## src/rtl/l1_dcache_dm.sv

```systemverilog
// l1_dcache_dm: direct-mapped, write-back, write-allocate L1 data cache.
// Define DCACHE_PERF_CNT_EN to build the hit/miss performance counters.
module l1_dcache_dm #(
    parameter int S_INDEX  = 3,
    parameter int S_OFFSET = 5
) (
    input  logic         clk,
    input  logic         rst,
    input  logic         mem_read,
    input  logic         mem_write,
    input  logic [3:0]   mem_byte_enable,
    input  logic [31:0]  mem_address,
    input  logic [31:0]  mem_wdata,
    output logic [31:0]  mem_rdata,
    output logic         mem_resp,
    output logic         pmem_read,
    output logic         pmem_write,
    output logic [31:0]  pmem_address,
    output logic [255:0] pmem_wdata,
    input  logic [255:0] pmem_rdata,
    input  logic         pmem_resp,
    output logic [31:0]  hit_count,
    output logic [31:0]  miss_count
);
    localparam int NSETS = 1 << S_INDEX;
    localparam int TAG_W = 32 - S_INDEX - S_OFFSET;
    localparam int WSEL  = S_OFFSET - 2;

    typedef enum logic [1:0] {
        IDLE,
        CHECK,
        WB,
        FILL
    } state_t;

    state_t             r_state;
    logic [255:0]       r_data [NSETS];
    logic [TAG_W-1:0]   r_tag  [NSETS];
    logic [NSETS-1:0]   r_valid;
    logic [NSETS-1:0]   r_dirty;

    logic [TAG_W-1:0]   w_tag;
    logic [S_INDEX-1:0] w_idx;
    logic [WSEL-1:0]    w_word;
    logic [WSEL+4:0]    w_base;
    logic [255:0]       w_line;
    logic [255:0]       w_merged;
    logic [31:0]        w_old;
    logic [31:0]        w_new;
    logic               w_hit;
    logic               w_req;
    logic               w_unused;

    assign w_tag    = mem_address[31 -: TAG_W];
    assign w_idx    = mem_address[S_OFFSET +: S_INDEX];
    assign w_word   = mem_address[2 +: WSEL];
    assign w_base   = {w_word, 5'b0};
    assign w_unused = &{1'b0, mem_address[1:0]};
    assign w_line   = r_data[w_idx];
    assign w_hit    = r_valid[w_idx] && (r_tag[w_idx] == w_tag);
    assign w_req    = mem_read | mem_write;

    assign w_old = w_line[w_base +: 32];
    assign w_new = {
        mem_byte_enable[3] ? mem_wdata[31:24] : w_old[31:24],
        mem_byte_enable[2] ? mem_wdata[23:16] : w_old[23:16],
        mem_byte_enable[1] ? mem_wdata[15:8]  : w_old[15:8],
        mem_byte_enable[0] ? mem_wdata[7:0]   : w_old[7:0]
    };

    always_comb begin
        w_merged = w_line;
        w_merged[w_base +: 32] = w_new;
    end

    assign mem_resp   = (r_state == CHECK) && w_hit;
    assign mem_rdata  = w_old;
    assign pmem_read  = (r_state == FILL);
    assign pmem_write = (r_state == WB);
    assign pmem_wdata = w_line;

    // Write-back targets the victim's tag; fills target the request's tag.
    assign pmem_address = (r_state == WB)
        ? {r_tag[w_idx], w_idx, {S_OFFSET{1'b0}}}
        : {w_tag, w_idx, {S_OFFSET{1'b0}}};

    always_ff @(posedge clk) begin
        if (rst) begin
            r_state <= IDLE;
            r_valid <= '0;
            r_dirty <= '0;
        end else begin
            unique case (r_state)
                IDLE: begin
                    if (w_req) r_state <= CHECK;
                end
                CHECK: begin
                    if (w_hit) begin
                        r_state <= IDLE;
                        if (mem_write) r_dirty[w_idx] <= 1'b1;
                    end else if (r_valid[w_idx] && r_dirty[w_idx]) begin
                        r_state <= WB;
                    end else begin
                        r_state <= FILL;
                    end
                end
                WB: begin
                    if (pmem_resp) r_state <= FILL;
                end
                FILL: begin
                    if (pmem_resp) begin
                        r_valid[w_idx] <= 1'b1;
                        r_dirty[w_idx] <= 1'b0;
                        r_state        <= CHECK;
                    end
                end
                default: r_state <= IDLE;
            endcase
        end
    end

    always_ff @(posedge clk) begin
        if (!rst && r_state == CHECK && w_hit && mem_write) begin
            r_data[w_idx] <= w_merged;
        end else if (!rst && r_state == FILL && pmem_resp) begin
            r_data[w_idx] <= pmem_rdata;
            r_tag[w_idx]  <= w_tag;
        end
    end

`ifdef DCACHE_PERF_CNT_EN
    logic [31:0] r_hit_cnt;
    logic [31:0] r_miss_cnt;
    logic        r_refill;

    // The CHECK pass right after a fill completes the original miss.
    always_ff @(posedge clk) begin
        if (rst) begin
            r_hit_cnt  <= '0;
            r_miss_cnt <= '0;
            r_refill   <= 1'b0;
        end else begin
            if (r_state == FILL && pmem_resp) r_refill <= 1'b1;
            if (r_state == CHECK) begin
                r_refill <= 1'b0;
                if (w_hit && !r_refill) r_hit_cnt <= r_hit_cnt + 32'd1;
                if (!w_hit) r_miss_cnt <= r_miss_cnt + 32'd1;
            end
        end
    end

    assign hit_count  = r_hit_cnt;
    assign miss_count = r_miss_cnt;
`else
    assign hit_count  = '0;
    assign miss_count = '0;
`endif

endmodule

```

## config.mk

```make
export PLATFORM = sky130hd
export DESIGN_NAME = l1_dcache_dm
export DESIGN_NICKNAME = d
export VERILOG_FILES = /design/src/rtl/l1_dcache_dm.sv
export SDC_FILE = /design/constraint.sdc
export NUM_CORES = 2
export LEC_CHECK = 0
export BUFFER_PORTS_ARGS = -buffer_cell sky130_fd_sc_hd__buf_2
export CAP_MARGIN = 20
export CORE_ASPECT_RATIO = 0.5
export CORE_MARGIN = 3
export CORE_UTILIZATION = 50
export DETAILED_ROUTE_END_ITERATION = 16
export PLACE_DENSITY = 0.68
export SYNTH_ARGS = -nofsm -noshare
export SYNTH_HDL_FRONTEND = slang
export SYNTH_SLANG_ARGS = --single-unit
```

## constraint.sdc

```tcl
create_clock -name clk -period 23.6 [get_ports clk]
set_clock_uncertainty 0.2 [all_clocks]
set_input_delay 4.72 -clock clk [delete_from_list [all_inputs] [get_ports clk]]
set_output_delay 4.72 -clock clk [all_outputs]
set_load 0.1 [all_outputs]
```

# Word level (Yosys, flattened, before mapping)
# Memories as Yosys holds them, arrays and structs flattened.
# Cells that the tools add are included.
# totals
wordCells	69
n_memories	2
inputBits	329
regBits	18
mem_bits_rw	2240
out_inout_bits	387
# mem_list
name	words	width	read_ports	rd_clocked_by_memory_dff	wr	line	rtl
r_data	8	256	1	0	1	37	logic [255:0] r_data [NSETS];
r_tag	8	24	1	0	1	38	logic [TAG_W-1:0] r_tag [NSETS];
# classes
order_cmp	2
n_eq_ne	9
bitwise_logic	6
muxes	28
reduce_logical	15
n_shift	3
n_addsub	1
# op_table
cell	n
$bwmux W256	1
$mux W256	1
$shift A32 B10 Y256 const A	1
$shiftx A256 B9 Y32	1
$shiftx A32 B10 Y256	1
$mux W8	7
$mux W32	1
$eq A24 B24 Y1	1
$or A8 B8 Y8	2
$pmux W8 S2	1
$neg A8 Y10	1
$logic_and A1 B1 Y1	9
$mux W1	9
$and A8 B8 Y8	1
$mux W2	4
$not A8 Y8	1
$pmux W2 S4	1
$bmux W1 S3	2
$ne A2 B2 Y1 const B	3
$eq A2 B2 Y1 const B	2
$lt A3 B4 Y1 const B	1
$ne A2 B1 Y1 const B	2
$reduce_and A4 Y1	1
$demux W1 S3	1
8 further kinds	9

# Logic depth before layout (Yosys ltp)
# logic_depth
ltp_word	8
mapped_depth	17
depth_no_buf	10

# Worst setup path before layout
# OpenSTA, ideal clock, no wires.
# synth_path
path_kind	input to register
from	input mem_address[5]
to	memory r_data[0][0], enable pin
path_buffers	3
t_arrival_ps	17668
required_time_ps	22522
slack_ps	4854
setup_time_ps	878
stages	11
path_cell_list	buf_6 buf_6 buf_6 mux2_4 a221o_1 a222oi_1 xnor2_1 nor4_4 nand4_4 a21o_1 nor2_1
# synth_via
elab_chain_cells	8
# synth_lines
element	line	rtl
start, declared	12	input logic [31:0] mem_address,
$mem_v2 Z8 W24 / $bmux W1 S3 (equally long branches)	--	
$eq A24 B24 Y1 / $mux W1 (equally long branches)	60	assign w_hit = r_valid[w_idx] && (r_tag[w_idx] == w_tag);
$logic_and A1 B1 Y1	60	
$logic_and A1 B1 Y1 (2 in series)	123	if (!rst && r_state == CHECK && w_hit && mem_write) begin
$mux W1	123	
$mux W1, on equally long branches	124, 126	
$or A1 B1 Y1 (no source line)	--	
end, declared	37	
# Several ways; a longest one is shown, not always the timed one. The select of a mux whose other input is x is not followed.

# Worst setup path in the final report
# layout_path
from	input mem_address[7]
to	output mem_rdata[6]
# layout_via
elab_chain_cells	2
# layout_lines
element	line	rtl
$mem_v2 Z8 W256	--	
$shiftx A256 B9 Y32	63	assign w_old = w_line[w_base +: 32];
end, declared	14	output logic [31:0] mem_rdata,
# Every way passes these cells.

==> reports/metrics.yaml <==
sta:
  setup_viol: 0
  period_needed_ns: 15.16
  slew_violations: 0
  clock.fmax_ghz: 0.06597
  tightest_slew_ns: 1.228
  hold_ws_ns: 0.2765
  finalHoldViolations: 0
  fin_tns_setup_ns: 0
  max_slew_margin_pct: 16.50
  rsz0062_at_grt: "no"
  fin_crit_sh_pct: 64.23
worst_setup_path:
  end_kind: "output port"
  criticalPathCategory: "in -> out"
  worst-path-stages: 12
  path_delay_family: "buffers and inverters"
  worstSetupStartpointType: "input port"
  critical_path.most_common_cell: "buf_4"
  slowest_delay_ns: 0.90
  cp_max_fo: 76
  cpMaxStageDelayCell: "o21ai_0"
  rrSetupSlack_ns: 16.40
  worst_r2r_path_depth: 13
  required_ns: 18.68
  worst_ep_arrival_time_ns: 10.24
  crit_path_cell_trace: "buf_8 > buf_4 > buf_4 > buf_4 > a31oi_1 > o21ai_0 > o2bb2ai_1 > o22ai_1 > o21ai_0 > o221a_2 > and2_1 > buf_2"
  cp_num_buf_inv: 5
hold_path:
  hold_depth: 2
  worstHoldPathType: "reg -> reg"
synthesis:
  synthArstFlopShare_pct: 0
  ys_warn_count: 0
  syn-instance-count: 5856
  synth_top_area_share_pct: 70.60
  synth_area_leaders: "edfxtp_1 71%, mux2_2 4.6%, mux2i_1 2.5%"
  synth.distinct_cells: 86
  synthMostInstantiatedCell: "edfxtp_1"
  synth_ff_type: "edfxtp_1"
  avgSynthCellArea_um2: 16.27
  synth_enable_flop_cells: 2240
  seq_area_frac_synth_pct: 70.98
  synth_top_area_cell: "edfxtp_1"
  syn-cell-area_mm2: 0.09527
  synth_seq_cells: 2258
  synth_common_cells: "2240 x edfxtp_1, 390 x mux2_2, 319 x nand2_1"
detailed_routing:
  num_vias: 63850
  first_pass_iters: 9
  viasPerCell: 6.953
  ant_nets: 0
  drt_iter0_markers: 10830
  wl_per_cell_um: 38.83
  wirelength_mm: 356.6
  drc: 0
clock_tree:
  clk_latency_ns: 0.89
  cts-buffers-inserted: 203
  postCtsSetupBuffers: 0
  ctsHoldBuffers: 0
  cts.htree.levels: 4
  clk_pin_slew_ns: 0.06
  cts.sinks: 2258
  clk_path_buf_depth: 4
  cts_resized: 0
  cts_tree: "done"
  cts_root_buffer: "clkbuf_16"
floorplan:
  fp.dieW_um: 623.3
  initial_core_util_pct: 50.70
  rows: 112
  die_area_mm2: 0.1961
  core_mm2: 0.1879
  io_pins: 716
  die_h_um: 314.7
grt:
  grt.total_usage_pct: 35.40
  antenna_found_initial: 45
  grt_pass1_vias: 60460
  grt_pass1_wl_mm: 483.5
  grt_start_max_net_pins: 120
  gr-total-overflow: 0
layout:
  multi_input_area_mm2: 0.02505
  drive_gt1_share_pct: 25.62
  fillers: 14340
  final_util_pct: 57.17
  seqCellArea_mm2: 0.06762
  area_delta_synth_final_pct: 12.76
  fin_area_mm2: 0.1074
  final_nets: 6833
power_and_ir_drop:
  power.density_mw_per_mm2: 85.29
  irDropWorstVdd_v: 0.00006654
  p_leak_nw: 36.34
place:
  hpwl_mm: 217.3
  place_congestion: 0.9409
  io_buffers: 644
  place_area_mm2: 0.1010
outcome:
  status: "completed"
job:
  maxCapViolations: 0
==> layer usage <==
layer | up-vias | wire [µm] | global-route usage, %
li1 | 24870 | - | -
met1 | 31970 | 118000 | 44.75
met2 | 5709 | 154300 | 51.36
met3 | 1269 | 51730 | 10.83
met4 | 32 | 32330 | 27.22
met5 | - | 211 | 0
==> placed cells by master (no fill, tap or decap), types with 25 or more instances in the layout <==
cell type  count
edfxtp_1    2240
buf_2        641
mux2_2       390
nand2_1      316
nor2_1       245
mux2i_1      235
a221oi_1     233
o21ai_0      215
clkbuf_16    206
a22oi_1      202
buf_4        201
mux2_1       149
o22ai_1      136
a21oi_1      116
mux4_2        93
a221o_1       80
a22o_1        80
conb_1        69
o2bb2ai_1     68
inv_1         55
clkbuf_1      54
nand3_1       39
clkinv_1      37
clkinv_2      33
diode_2       29
a211oi_1      28
nand2b_1      27
a222oi_1      25
nor3_1        25
==> cell type report <==
class                      instances  share of cell area, %
timing repair buffer             856                  4.632
sequential                      2258                  62.95
inverter                          62                 0.2329
antenna                           29                0.06755
clock inverter                    97                 0.8956
tap                             2508                  2.921
multi-input combinational       3114                  23.32
clock buffer                     260                  4.987
==> sequential cells by signal (all words and copies together) (netlist names), named ones only <==
register  flops
r_data     2048
r_state       2
r_tag       192
r_valid       8
==> worst min-delay path, stage by stage (launching register included) <==
cell	delay, ns
dfxtp_1	0.31
nand2b_1	0.06
mux2i_1	0.06
==> per-stage QoR <==
| step | setup WS [ns] | cells | power [W] |
|---|---|---|---|
| floorplan | 4.854 | 5924 | 0.005503 |
| global placement | 8.595 | 8793 | 0.005898 |
| detailed placement | 8.593 | 8794 | 0.005924 |
| CTS | 8.584 | 9151 | 0.009118 |
| global route | 8.382 | 9169 | 0.009343 |
| finish | 8.442 | 9184 | 0.009163 |
==> power breakdown <==
group / total, W / switching [W] / leakage (nW) / internal (W)
Combinational: 0.00139 / 0.00112 / 12.9 / 0.000271
Sequential: 0.00449 / 0.00000314 / 20.3 / 0.00449
Clock: 0.00328 / 0.00148 / 3.09 / 0.00181
Total: 0.00916 / 0.00260 / 36.3 / 0.00657
==> cell families (layout without fill, tap and decap cells) <==
kind of cell	count (synthesis)	in the layout	synth area share [%]
and+or+nand+nor	779	779	3.587
xor gates and xnor gates	23	23	0.2114
muxes	893	893	11.42
adders and majority gates	9	9	0.1182
other	1	98	0.003936
AOI/OAI and AO/OA	1341	1341	10.43
DFF	2258	2258	70.98
buffers and inverters	552	1275	3.246
==> path summary, 6_finish.rpt <==
kind / from / endpoint
worst max-delay path: mem_address[7] / mem_rdata[6]
worst min-delay path: register / register
worst max register to register: r_tag[4][7] / r_data[7][164]
worst min register to register: register / register
No activity file was read; power rests on OpenSTA's default activity.
